## src/rtl/dbg_pkg.sv

```systemverilog
// Shared definitions for the debug-controller host link: UTAP domain codes,
// default frame geometry and the transmitter state encoding.
package dbg_pkg;

   // UTAP select domains, shared with dbgctl. Domain 0 is never a valid target.
   localparam logic [15:0] UTAP_NONE = 16'h00;
   localparam logic [15:0] UTAP_PC   = 16'h01;

   // Default frame geometry; both ends of the link must agree on these.
   localparam int DBG_FRAME_BITS = 16;
   localparam int DBG_SEL_W      = 3;

   typedef enum logic [2:0] {
      IDLE,
      SETUP,
      SHIFT,
      COMMIT,
      GAP
   } dbg_state_t;

endpackage

```

## src/rtl/dbg_host_tx_if.sv

```systemverilog
// Command handshake between a command source and the debug transmitter.
interface dbg_host_tx_if
   import dbg_pkg::*;
#(
   parameter int SEL_W      = DBG_SEL_W,
   parameter int FRAME_BITS = DBG_FRAME_BITS
) ();

   logic                  cmd_valid;
   logic                  cmd_ready;
   logic [SEL_W-1:0]      cmd_sel;
   logic [FRAME_BITS-1:0] cmd_data;

   modport master (
      output cmd_valid,
      output cmd_sel,
      output cmd_data,
      input  cmd_ready
   );

   modport slave (
      input  cmd_valid,
      input  cmd_sel,
      input  cmd_data,
      output cmd_ready
   );

endinterface

```

## src/rtl/dbg_piso.sv

```systemverilog
// Parallel-load, MSB-first shift register. Load has priority over shift;
// the serial output is always the current MSB.
module dbg_piso #(
   parameter int WIDTH = 16
) (
   input  logic             clk,
   input  logic             rst,
   input  logic             load,
   input  logic             shift,
   input  logic [WIDTH-1:0] par_in,
   output logic             ser_out
);

   logic [WIDTH-1:0] shreg_reg;
   logic [WIDTH-1:0] shreg_next;
   logic [WIDTH-1:0] shifted;

   assign shifted = {shreg_reg[WIDTH-2:0], 1'b0};

   genvar gi;
   generate
      for (gi = 0; gi < WIDTH; gi++) begin : g_bit
         assign shreg_next[gi] = load  ? par_in[gi] :
                                 shift ? shifted[gi] : shreg_reg[gi];
      end
   endgenerate

   // Shift register state.
   always_ff @(posedge clk) begin
      if (rst) begin
         shreg_reg <= '0;
      end else begin
         shreg_reg <= shreg_next;
      end
   end

   assign ser_out = shreg_reg[WIDTH-1];

endmodule

```

## src/rtl/dbg_host_tx.sv

```systemverilog
// Host-side serial transmitter for dbgctl: accepts one command, drives the
// select lines, shifts the payload MSB-first, closes the frame, then samples
// dbgctl's serial reply. Every output is a register loaded from the value it
// must show in the coming cycle, so outputs line up exactly with the state.
module dbg_host_tx
   import dbg_pkg::*;
#(
   parameter int FRAME_BITS = DBG_FRAME_BITS,
   parameter int SEL_W      = DBG_SEL_W,
   parameter int GAP_CYCLES = 2
) (
   input  logic             clk,
   input  logic             rst,
   dbg_host_tx_if.slave     cmd,
   output logic [SEL_W-1:0] sel_out,
   output logic             dbg_out,
   input  logic             dbg_in,
   output logic             busy,
   output logic             done,
   output logic             resp,
   output logic             err
);

   localparam int BIT_W = $clog2(FRAME_BITS) + 1;
   localparam int GAP_W = $clog2(GAP_CYCLES) + 1;
   localparam logic [BIT_W-1:0] BIT_LAST = BIT_W'(FRAME_BITS - 1);
   localparam logic [GAP_W-1:0] GAP_LAST = GAP_W'(GAP_CYCLES - 1);

   dbg_state_t       state_reg, state_next;
   logic [BIT_W-1:0] bit_cnt_reg, bit_cnt_next;
   logic [GAP_W-1:0] gap_cnt_reg, gap_cnt_next;
   logic [SEL_W-1:0] sel_lat_reg, sel_lat_next;
   logic [SEL_W-1:0] sel_out_reg, sel_out_next;
   logic             dbg_out_reg, dbg_out_next;
   logic             cmd_ready_reg, cmd_ready_next;
   logic             busy_reg, busy_next;
   logic             done_reg, done_next;
   logic             resp_reg, resp_next;
   logic             err_reg, err_next;
   logic             piso_load, piso_shift, piso_ser;

   // The payload lives in the shift register; its MSB is the next bit to send.
   dbg_piso #(
      .WIDTH (FRAME_BITS)
   ) u_piso (
      .clk     (clk),
      .rst     (rst),
      .load    (piso_load),
      .shift   (piso_shift),
      .par_in  (cmd.cmd_data),
      .ser_out (piso_ser)
   );

   // Next-state, counters and next output values.
   always_comb begin
      state_next   = state_reg;
      bit_cnt_next = bit_cnt_reg;
      gap_cnt_next = gap_cnt_reg;
      sel_lat_next = sel_lat_reg;
      err_next     = 1'b0;
      piso_load    = 1'b0;

      case (state_reg)
         IDLE: begin
            if (cmd.cmd_valid && cmd_ready_reg) begin
               piso_load    = 1'b1;
               sel_lat_next = cmd.cmd_sel;
               if (cmd.cmd_sel == '0) begin
                  err_next = 1'b1;
               end else begin
                  state_next = SETUP;
               end
            end
         end
         SETUP: begin
            state_next = SHIFT;
         end
         SHIFT: begin
            if (bit_cnt_reg == BIT_LAST) begin
               bit_cnt_next = '0;
               state_next   = COMMIT;
            end else begin
               bit_cnt_next = bit_cnt_reg + BIT_W'(1);
            end
         end
         COMMIT: begin
            gap_cnt_next = '0;
            state_next   = GAP;
         end
         GAP: begin
            if (gap_cnt_reg == GAP_LAST) begin
               gap_cnt_next = '0;
               state_next   = IDLE;
            end else begin
               gap_cnt_next = gap_cnt_reg + GAP_W'(1);
            end
         end
         default: begin
            state_next = IDLE;
         end
      endcase

      // Every edge that lands in SHIFT advances the payload by one bit, so the
      // MSB captured on that edge is the bit shown during the SHIFT cycle.
      piso_shift = (state_next == SHIFT);

      sel_out_next = '0;
      dbg_out_next = 1'b0;
      if (state_next == SETUP) begin
         sel_out_next = sel_lat_next;
         dbg_out_next = cmd.cmd_data[FRAME_BITS-1];
      end else if (state_next == SHIFT) begin
         sel_out_next = sel_lat_next;
         dbg_out_next = piso_ser;
      end

      cmd_ready_next = (state_next == IDLE);
      busy_next      = (state_next != IDLE);
      done_next      = (state_next == GAP) && (gap_cnt_next == GAP_LAST);

      // dbgctl's reply is valid once the frame has been committed. With a
      // single gap cycle the capture lands one cycle after the done pulse.
      resp_next = ((state_reg == GAP) && (gap_cnt_reg == '0)) ? dbg_in : resp_reg;
   end

   // State, counters and registered outputs.
   always_ff @(posedge clk) begin
      if (rst) begin
         state_reg     <= IDLE;
         bit_cnt_reg   <= '0;
         gap_cnt_reg   <= '0;
         sel_lat_reg   <= '0;
         sel_out_reg   <= '0;
         dbg_out_reg   <= 1'b0;
         cmd_ready_reg <= 1'b1;
         busy_reg      <= 1'b0;
         done_reg      <= 1'b0;
         resp_reg      <= 1'b0;
         err_reg       <= 1'b0;
      end else begin
         state_reg     <= state_next;
         bit_cnt_reg   <= bit_cnt_next;
         gap_cnt_reg   <= gap_cnt_next;
         sel_lat_reg   <= sel_lat_next;
         sel_out_reg   <= sel_out_next;
         dbg_out_reg   <= dbg_out_next;
         cmd_ready_reg <= cmd_ready_next;
         busy_reg      <= busy_next;
         done_reg      <= done_next;
         resp_reg      <= resp_next;
         err_reg       <= err_next;
      end
   end

   assign cmd.cmd_ready = cmd_ready_reg;
   assign sel_out       = sel_out_reg;
   assign dbg_out       = dbg_out_reg;
   assign busy          = busy_reg;
   assign done          = done_reg;
   assign resp          = resp_reg;
   assign err           = err_reg;

endmodule

```

## src/flat_wrapper.sv

```systemverilog
// flat-port wrapper written by rule: the top's interface ports become plain ports
module dbg_host_tx_flat import dbg_pkg::*;
#(
   parameter int FRAME_BITS = DBG_FRAME_BITS,
   parameter int SEL_W      = DBG_SEL_W,
   parameter int GAP_CYCLES = 2
)
  (clk, rst, sel_out, dbg_out, dbg_in, busy, done, resp, err, cmd_cmd_valid, cmd_cmd_sel, cmd_cmd_data, cmd_cmd_ready);
  dbg_host_tx_if #(.SEL_W(SEL_W), .FRAME_BITS(FRAME_BITS)) cmd_i ();
  input  logic clk;
  input  logic rst;
  output logic [SEL_W-1:0] sel_out;
  output logic dbg_out;
  input  logic dbg_in;
  output logic busy;
  output logic done;
  output logic resp;
  output logic err;
  input wire logic [$bits(cmd_i.cmd_valid)-1:0] cmd_cmd_valid;
  input wire logic [$bits(cmd_i.cmd_sel)-1:0] cmd_cmd_sel;
  input wire logic [$bits(cmd_i.cmd_data)-1:0] cmd_cmd_data;
  output wire logic [$bits(cmd_i.cmd_ready)-1:0] cmd_cmd_ready;
  assign cmd_i.cmd_valid = cmd_cmd_valid;
  assign cmd_i.cmd_sel = cmd_cmd_sel;
  assign cmd_i.cmd_data = cmd_cmd_data;
  assign cmd_cmd_ready = cmd_i.cmd_ready;
  dbg_host_tx #(.FRAME_BITS(FRAME_BITS), .SEL_W(SEL_W), .GAP_CYCLES(GAP_CYCLES)) u_core (.clk(clk), .rst(rst), .cmd(cmd_i), .sel_out(sel_out), .dbg_out(dbg_out), .dbg_in(dbg_in), .busy(busy), .done(done), .resp(resp), .err(err));
endmodule
```

## config.mk

```make
export PLATFORM = sky130hd
export DESIGN_NAME = dbg_host_tx_flat
export DESIGN_NICKNAME = d
export VERILOG_FILES = /design/src/rtl/dbg_pkg.sv /design/src/rtl/dbg_host_tx_if.sv /design/src/rtl/dbg_piso.sv /design/src/rtl/dbg_host_tx.sv /design/src/flat_wrapper.sv
export SDC_FILE = /design/constraint.sdc
export NUM_CORES = 1
export LEC_CHECK = 0
export ABC_AREA = 1
export CAP_MARGIN = 20
export CORE_MARGIN = 4
export CORE_UTILIZATION = 46
export DETAILED_ROUTE_END_ITERATION = 12
export GPL_TIMING_DRIVEN = 1
export PLACE_DENSITY = 0.82
export SLEW_MARGIN = 25
export SYNTH_ARGS = -nofsm -noshare
export SYNTH_HDL_FRONTEND = slang
export SYNTH_SLANG_ARGS = --single-unit
```

## constraint.sdc

```tcl
create_clock -name clk -period 1.4 [get_ports clk]
set_input_delay 0.28 -clock clk [delete_from_list [all_inputs] [get_ports clk]]
set_output_delay 0.28 -clock clk [all_outputs]
set_load 0.05 [all_outputs]
```

==> results of run 1 <==
-- power by group --
group | switching [mW] | total [mW] | internal [mW]
sequential | 0.0636 | 1.22 | 1.16
clock | 0.392 | 0.790 | 0.397
combinational | 0.490 | 0.910 | 0.420
total | 0.945 | 2.92 | 1.97
-- per-layer routing --
metal | routed length (um) | share of wire
met1 | 1952 | 0.42
met2 | 2322 | 0.50
met3 | 205 | 0.044
met4 | 206 | 0.044
met5 | 0 | 0
-- area by class of cell --
cell class	count	area [um^2]	share of cell area
tap	48	60.06	0.02246
timing repair buffer	55	669.4	0.2504
clock buffer	7	86.33	0.03229
sequential	38	775.7	0.2901
multi-input combinational	167	996.0	0.3725
inverter	21	81.33	0.03042
clock inverter	1	5.005	0.001872
-- cell usage in the layout, fill, tap and decap left out, drive strengths merged, types with 6 or more instances in the layout --
cell / synthesis / routed
dfxtp: 38 / 38
nand3: 22 / 22
nor2: 14 / 14
nand2: 88 / 88
clkbuf: 4 / 7
nor3: 6 / 6
buf: 6 / 33
a21oi: 22 / 22
clkdlybuf4s50: 0 / 21
inv: 21 / 21
-- cells by family after synthesis --
group,synth area share
compound gates,0.1157
simple gates,0.3691
buf+inv,0.07903
flops,0.4291
fa+ha+maj,0.007056
-- worst paths after layout --
check / from / to / slack, ps / cells after the start
hold reg to reg: u_core.bit_cnt_reg[3] / u_core.bit_cnt_reg[3] / 470 / 1
hold / removal: u_core.bit_cnt_reg[3] / u_core.bit_cnt_reg[3] / 470 / 1
setup reg to reg: u_core.state_reg[1] / u_core.u_piso.shreg_reg[4] / -50 / 9
setup / recovery: u_core.state_reg[1] / u_core.u_piso.shreg_reg[4] / -50 / 9
-- critical path: cells and delay by family (launching register included) --
family / cells / cell delay, ps
buffers and inverters: 2 / 290
AND/OR/NAND/NOR: 6 / 610
AO/OA/AOI/OAI: 1 / 60
flip-flops: 1 / 360
-- metrics by stage --
stage / area [um^2] / setup WS [ps] / TNS (ps) / power, mW
6_report: 2674 / -45.52 / -45.52 / 2.920
5_1_grt: 2674 / -105.7 / -699.2 / 3.054
4_1_cts: 2572 / 1.104 / 0 / 2.852
3_5_place_dp: 2335 / -234.7 / -4360 / 1.966
3_3_place_gp: 2335 / -198.2 / -3748 / 1.948
2_1_floorplan: 1793 / 13.48 / 0 / 1.693
-- timing repair --
item,in CTS,in global routing
resized for setup,13,19
pin swaps,6,18
cloned,1,0
setup buffers,5,5
endpoints found under the setup margin,1,19
-- synth_stat cells, types with 2 or more instances --
cell      instances  area share
a211oi_1          3       0.013
o211ai_1          2      0.0085
a21oi_2           5       0.025
a21oi_1          17       0.048
nor2_4            2       0.013
nand2_4           3       0.019
nand3_1          11       0.031
dfxtp_1          38        0.43
nor3_1            6       0.017
buf_2             4       0.011
clkbuf_1          4      0.0085
inv_2             3      0.0064
nand2_1          85        0.18
inv_1            18       0.038
o21ai_0           5       0.014
nor2_1           10       0.021
nand3_2          10       0.056
==> reports/results.tsv, run 1 <==
stage	metric	value	unit
setup_path	worst-setup-path-type	reg -> reg	
synthesis	synth-seq-area-share	0.4291	
flow_run	drv_cap	0	
grt	grt_overflow	0	
timing	hold_viol_final	0	
setup_path	worstPathCellList	nor2_4 -> nand2_4 -> nor2_8 -> inv_2 -> buf_4 -> nand2_1 -> nand2_1 -> nand2_1 -> a21oi_2	
grt	grt_use_met1	0.2062	
grt	grt.busiest_layer	met2	
clock_tree	htreeDepth	2	
finish	area_growth	50.81	%
die	die_y	70.08	um
synthesis	avgSynthCellArea	7.513	um^2
route	vias	1732	
finish	post-route-util	0.7249	
grt	use_met3	0.04748	
clock_tree	cts_sinks	38	
die	fp.coreArea	3689	um^2
timing	max_slew.worst_pin.slew	222.9	ps
synthesis	yosysUniqueCellTypes	27	
synthesis	syn_nets	260	
grt	use_met2	0.3242	
grt	grt_antenna_before_repair	0	
setup_path	arrival	1640	ps
route	drt_pre_antenna_iters	4	
setup_path	cpPeakStageDelay	360	ps
pwr	powerDensity	1092	nW/um^2
setup_path	worstPathRequired	1590	ps
route	drc	0	
synthesis	synth_edf_count	0	
clock_tree	clockRootBuffer	clkbuf_8	
clock_tree	cts-hold-fix-buffers	0	
timing	slew_viol_final	0	
synthesis	synth_area	1773	um^2
timing	setup_slack	-45.52	ps
synthesis	synthArstFlopShare	0	
finish	drive_above_1_share	0.3149	
timing	hold_ws	470.7	ps
timing	fin_skew	6.128	ps
setup_path	critPathSlowestCell	dfxtp_4	
pwr	p_leak	1.083	nW
synthesis	ys_seq_elements	38	
die	ios	32	
pwr	peakVddDrop	607.8	uV
place	dp.cells	319	
place	gp_congestion	0.7767	
finish	n_antenna_cell	0	
route	wl_per_cell	13.91	um
clock_tree	cts_tree	done	
place	port_buffers	31	
status	outcome	complete, but fails checks	
synthesis	syn_inst	236	
timing	rsz0062_at_grt	yes	
finish	stdcell_count	337	
worst_hold_path	hold_path.class	reg -> reg	
place	dp_hpwl	2738	um
route	via_per_inst	5.139	
die	dieArea	4911	um^2
synthesis	synth_warnings	0	
setup_path	endpoint_kind	flop	
route	drt_iter0_drc	111	
timing	setup_violations	1	
synthesis	synthFlopType	dfxtp_1	
setup_path	cpMostUsedCell	nand2_1	
clock_tree	cts_buffer_depth	2	
route	ant_nets	0	
grt	grtUsageTotal	0.1843	
timing	min_period_over_period	1.033	
die	die_x	70.08	um
setup_path	critPathLaunchType	flop	
grt	grt_max_degree	25	
finish	largest_reg_flops	16	
die	initial_utilization	0.4807	
finish	nFillCells	254	
route	routed_wl	4687	um
clock_tree	clk_pin_slew_worst_paths	80	ps
status	violations	negative setup slack	
setup_path	path_max_fanout	7	
grt	first_global_vias	1622	
finish	final_nets	312	
grt	grt_first_pass_wirelength	7182	um
timing	timing.fmax	0.6918	GHz
clock_tree	clkLatencyLatePin	300	ps
timing	timing.slew.headroom	0.8498	
timing	min_period	1446	ps
die	rows	22	
clock_tree	numCtsBuffers	5	
Power figures use the tool's default switching activity.
==> run 2: changes to the inputs <==
Settings changed: GPL_ROUTABILITY_DRIVEN set to 0.
==> results of run 2 <==
Same layout as run 1: the final DEF is identical, and so are final timing and power.
==> run 3: changes to the inputs <==
Settings changed: CTS_CLUSTER_SIZE set to 24.
==> results of run 3 <==
Same layout as run 1: the final DEF is identical, and so are final timing and power.
